==> src/rtl/riscv_pkg.sv <==
// Shared RV32 definitions for the register file and its read ports.
// Widths, address/data typedefs and the hardwired-zero register index.
package riscv_pkg;

    localparam int XLEN   = 32;
    localparam int NREG   = 32;
    localparam int REG_AW = $clog2(NREG);

    typedef logic [REG_AW-1:0] reg_addr_t;
    typedef logic [XLEN-1:0]   xword_t;

    localparam reg_addr_t REG_ZERO = 5'd0;

    // x0 is architecturally zero: never stored, never bypassed
    function automatic logic is_x0(input reg_addr_t addr);
        return addr == REG_ZERO;
    endfunction

endpackage

==> src/rtl/regfile_rd_port.sv <==
// One combinational read port: selects a register from the storage view,
// forces x0 to zero and, when REGFILE_BYPASS_EN is defined, forwards write data.
module regfile_rd_port
    import riscv_pkg::*;
(
    input  logic [REG_AW-1:0] ad,
    input  logic [XLEN-1:0]   regs [NREG],
`ifdef REGFILE_BYPASS_EN
    input  logic [REG_AW-1:0] wr_addr,
    input  logic [XLEN-1:0]   wr_data,
    input  logic              bypass_valid,
`endif
    output logic [XLEN-1:0]   rd
);

    // bypass_valid already excludes x0 and reset, so a match here is always legal to forward
    always_comb begin
        rd = is_x0(ad) ? '0 : regs[ad];
`ifdef REGFILE_BYPASS_EN
        if (bypass_valid && (ad == wr_addr)) begin
            rd = wr_data;
        end
`endif
    end

endmodule

==> src/rtl/regfile.sv <==
// RV32 integer register file: 31 stored registers, x0 hardwired to zero,
// two combinational read ports, one write port. Optional write-through via REGFILE_BYPASS_EN.
module regfile
    import riscv_pkg::*;
(
    input  logic              clk,
    input  logic              rst,
    input  logic [REG_AW-1:0] ad1,
    input  logic [REG_AW-1:0] ad2,
    input  logic [REG_AW-1:0] ad3,
    input  logic [XLEN-1:0]   wd3,
    input  logic              we,
    output logic [XLEN-1:0]   rd1,
    output logic [XLEN-1:0]   rd2
);

    logic [XLEN-1:0] storage [1:NREG-1];
    logic [NREG-1:1] wr_hit;
    logic [XLEN-1:0] view [NREG];

    assign view[0] = '0;

    // Per-register write decode keeps ad3 out of any array index, so x0 simply has no target
    for (genvar g = 1; g < NREG; g++) begin : g_reg
        assign wr_hit[g] = we && (ad3 == reg_addr_t'(g));
        assign view[g]   = storage[g];

        always_ff @(posedge clk or posedge rst) begin
            if (rst) begin
                storage[g] <= '0;
            end else if (wr_hit[g]) begin
                storage[g] <= wd3;
            end
        end
    end

`ifdef REGFILE_BYPASS_EN
    logic bypass_valid;

    // Gated by rst so outputs stay zero while reset is held, even with we asserted
    assign bypass_valid = we && !rst && !is_x0(ad3);
`endif

    regfile_rd_port u_rd1 (
        .ad           (ad1),
        .regs         (view),
`ifdef REGFILE_BYPASS_EN
        .wr_addr      (ad3),
        .wr_data      (wd3),
        .bypass_valid (bypass_valid),
`endif
        .rd           (rd1)
    );

    regfile_rd_port u_rd2 (
        .ad           (ad2),
        .regs         (view),
`ifdef REGFILE_BYPASS_EN
        .wr_addr      (ad3),
        .wr_data      (wd3),
        .bypass_valid (bypass_valid),
`endif
        .rd           (rd2)
    );

endmodule

==> config.mk <==
export PLATFORM = sky130hd
export DESIGN_NAME = regfile
export DESIGN_NICKNAME = d
export VERILOG_FILES = /design/src/rtl/riscv_pkg.sv /design/src/rtl/regfile_rd_port.sv /design/src/rtl/regfile.sv
export SDC_FILE = /design/constraint.sdc
export NUM_CORES = 2
export LEC_CHECK = 0
export ABC_AREA = 0
export ABC_CLOCK_PERIOD_IN_PS = 40600
export BUFFER_PORTS_ARGS = -buffer_cell sky130_fd_sc_hd__buf_2
export CAP_MARGIN = 20
export CORE_ASPECT_RATIO = 2
export CORE_MARGIN = 5
export CORE_UTILIZATION = 40
export DETAILED_ROUTE_END_ITERATION = 7
export GPL_ROUTABILITY_DRIVEN = 0
export PLACE_DENSITY_LB_ADDON = 0.1
export SETUP_SLACK_MARGIN = 0.1
export SYNTH_ARGS = -nofsm -noshare
export SYNTH_HDL_FRONTEND = slang
export SYNTH_SLANG_ARGS = --single-unit
==> constraint.sdc <==
create_clock -name clk -period 40.6 [get_ports clk]
set_input_delay 6.09 -clock clk [delete_from_list [all_inputs] [get_ports clk]]
set_output_delay 6.09 -clock clk [all_outputs]
set_load 0.05 [all_outputs]
==> flow_summary.rst <==
.. list-table::
   :header-rows: 1

   * - Metric
     - Value
   * - Cell variety after synth
     - 39
   * - Count of port buffers added during placement
     - 113
   * - Clock root buffer
     - sky130_fd_sc_hd__clkbuf_16
   * - Met3 Wirelength
     - 10100 um
   * - Routed WL per cell
     - 34.5 um
   * - Slowest-stage cell, CP
     - sky130_fd_sc_hd__a211oi_1
   * - Largest stage delay, worst path
     - 0.91 ns
   * - First-pass GRT wire length
     - 282000 um
   * - Synth Net Count
     - 4057
   * - Count of warnings emitted by yosys
     - 0
   * - Peak supply drop
     - 0.0000307 V
   * - Clock Latency Late Sink
     - 0.70 ns
   * - Result of the run
     - finished clean
   * - Hold worst-path end
     - storage[609]
   * - Most Frequent Cell on Critical Path
     - sky130_fd_sc_hd__buf_4
   * - DRT iter0 DRCs
     - 2590
   * - Class of the tightest hold or removal check
     - reg -> reg
   * - Synth-to-layout area growth
     - 9.61%
   * - Vias in the first global route
     - 38000
   * - Power Dens Cells
     - 49.9 nW/um2
   * - Unrepaired setup endpoints after global routing
     - false
   * - Total Nets Final
     - 3927
   * - Placeable core area
     - 132000 um2
   * - Commonest cells after routing, fill and taps aside
     - sky130_fd_sc_hd__mux2_2, sky130_fd_sc_hd__dfrtp_1, sky130_fd_sc_hd__mux2i_1
   * - Critical setup path kind
     - in -> out
   * - Worst flop-to-flop path startpoint
     - storage[353]
   * - Hold Path Stages
     - 1
   * - TritonCTS clock tree
     - yes
   * - Reg-to-reg critical path endpoint
     - storage[353]
   * - Total CTS buffers
     - 98
   * - Fraction of layout cells with a size suffix above 1
     - 0.411
   * - Mean cell area of the mapped netlist
     - 13.3 um2
   * - GR Util All Layers
     - 0.273
   * - Registers with the most flip-flops
     - storage x992
   * - Clock Path Buffers
     - 3
   * - Post-CTS Setup Repair Bufs
     - 0
   * - Post-synthesis sequential area ratio
     - 0.467
   * - Maximum achievable frequency
     - 0.0607 GHz
   * - Number of cells traversed by the worst register-to-register path
     - 1
   * - Post-Route WL
     - 196000 um
   * - Final antenna-violating net count
     - 0
   * - Max FFs per register
     - 992
   * - Detailed-routing wirelength on met1
     - 76900 um
   * - Beginning of the worst hold path
     - storage[609]
   * - Worst clock skew on the final layout
     - 0 ns
   * - Number of top-level pins
     - 114
   * - Number of antenna violations at the first check in global routing
     - 15
   * - Largest reg by FF count
     - storage
   * - Rel. slew slack
     - 0.201
   * - Highest routing layer actually used
     - met5
   * - Summed negative setup slack over all endpoints
     - 0 ns
   * - Setup slack of the most critical reg-to-reg path
     - 39.77 ns
   * - Finished Cell Area
     - 58200 um2
   * - Total clock sinks
     - 992
   * - Maximum capacitance violations
     - 0
   * - Portion of the clock cycle consumed by the worst path in the final layout
     - 0.406
   * - Vias post-DR
     - 36000
   * - Post-placement worst setup slack
     - 24.27 ns
   * - Most frequent standard cell in the layout excluding fill and tap cells
     - sky130_fd_sc_hd__mux2_2
   * - Reported leakage power
     - 25.9 nW
   * - Clock-pin slew on the worst setup and hold paths
     - 0.06 ns
   * - Number of gates given a new drive strength after cts
     - 0
   * - CP required
     - 34.51 ns
   * - Crit path cell chain
     - buf_6 > buf_4 > and2b_2 > buf_4 > a221oi_1 > or3_1 > a211oi_1 > buf_2
   * - Number of iterations in the first detailed-routing pass
     - 5
   * - Die ar.
     - 141000 um2
   * - Number of placement rows
     - 189
   * - Dpl cells
     - 5494
   * - Floorplan die width
     - 268 um
   * - Setup Viol. Count Final
     - 0
   * - Endpoint class of the critical path
     - output port
   * - Register area
     - 24800 um2
   * - Multi-input logic area
     - 26600 um2
   * - Final instance count without filler cells
     - 5673
   * - Post-CTS Hold Fix Bufs
     - 0
   * - Post-synthesis register bit count
     - 992
   * - Starting density of the core
     - 0.401
   * - Cell area after technology mapping
     - 53100 um2
   * - H-Tree Level Count
     - 3
   * - Fillers
     - 12200
   * - WL met2
     - 98600 um
   * - Count of unresolved DRC violations after routing
     - 0
   * - Transition time at the pin with the least slew margin
     - 1.20 ns
   * - Residual overflow from global routing
     - 0
   * - Startpoint Class
     - primary input
   * - CP Max Fanout
     - 58
   * - Post-place instance area
     - 54900 um2
   * - Mean number of vias per cell
     - 6.35
   * - Final critical delay including setup and external delays
     - 16.47 ns
   * - Vert. Die Dim
     - 525 um
   * - Hpwl dp
     - 112000 um
   * - Number of cells produced by synthesis
     - 4007
   * - Signal arrival time at the worst endpoint
     - 10.38 ns
   * - Design Power
     - 2.91 mW
   * - Maximum number of pins on one net before global-route repair
     - 156
   * - Final number of max-transition violations
     - 0
   * - Number of failing hold endpoints at the final stage
     - 0
   * - Fin worst setup slack
     - 24.13 ns
[where the power goes]
group	internal, mW	switching, mW
registers	1.18	0.148
clock network	0.550	0.410
logic	0.317	0.299
[area by class of cell]
| type | count | area share |
|---|---|---|
| tap | 1719 | 0.0369 |
| timing repair buffer | 198 | 0.0226 |
| antenna | 5 | 0.000215 |
| clock inverter | 22 | 0.00604 |
| sequential | 992 | 0.426 |
| clock buffer | 150 | 0.0502 |
| multi-input combinational | 2585 | 0.457 |
| inverter | 2 | 0.000258 |
[cells in the mapped netlist, drive strengths merged]
cell type | n | area [um2]
mux2 | 1133 | 12800
dfrtp | 992 | 24800
mux2i | 527 | 5280
o22ai | 287 | 1800
buf | 234 | 1270
clkbuf | 194 | 728
nor3 | 149 | 751
mux4 | 146 | 3290
a22oi | 63 | 473
a221oi | 49 | 429
a211oi | 46 | 345
or3 | 34 | 213
nor2 | 31 | 116
o31a | 18 | 158
nand2 | 17 | 63.8
a221o | 15 | 150
o221ai | 15 | 131
a21oi | 14 | 70.1
nand2b | 10 | 62.6
nor2b | 7 | 43.8
or2 | 5 | 31.3
nand3 | 4 | 20.0
and2 | 3 | 18.8
nand4b | 3 | 26.3
a31oi | 2 | 12.5
inv | 2 | 7.51
nor3b | 2 | 25.0
and2b | 1 | 7.51
and3 | 1 | 6.26
nand3b | 1 | 7.51
nand4 | 1 | 6.26
or3b | 1 | 8.76
[logic make-up after synthesis]
group           count (synthesis)  synth area share
flops                         992             0.467
mux                          1806             0.401
compound gates                509            0.0671
simple gates                  270            0.0265
buf+inv                       430            0.0377
[stage by stage]
step                       util  hold WS (ns)
after floorplan               -         0.475
after global placement    0.414         0.488
after detailed placement  0.414         0.498
after CTS                 0.439         0.512
after global routing      0.440         0.527
final                     0.440         0.511
[worst max-delay path by stage]
stage / to / slack [ns] / from
after CTS: rd1[23] / 24.27 / ad1[0]
final: rd1[15] / 24.13 / ad1[1]
after global routing: rd1[23] / 24.08 / ad1[0]
after detailed placement: rd1[23] / 24.27 / ad1[0]
after floorplan: storage[0] / 6.60 / rst
after global placement: rd1[23] / 24.32 / ad1[0]
[critical path, delay by kind of cell]
kind,cells,cell delay [ns]
AOI/OAI and AO/OA,2,1.06
and+or+nand+nor,2,0.98
buffers and inverters,4,2.05
[routing by layer]
layer / track usage / vias to the layer above
met4: 0.120 / 6
met5: 0 / -
met3: 0.0443 / 453
met2: 0.470 / 1147
li1: - / 15000
met1: 0.338 / 19400
(Power assumes the default switching activity.)
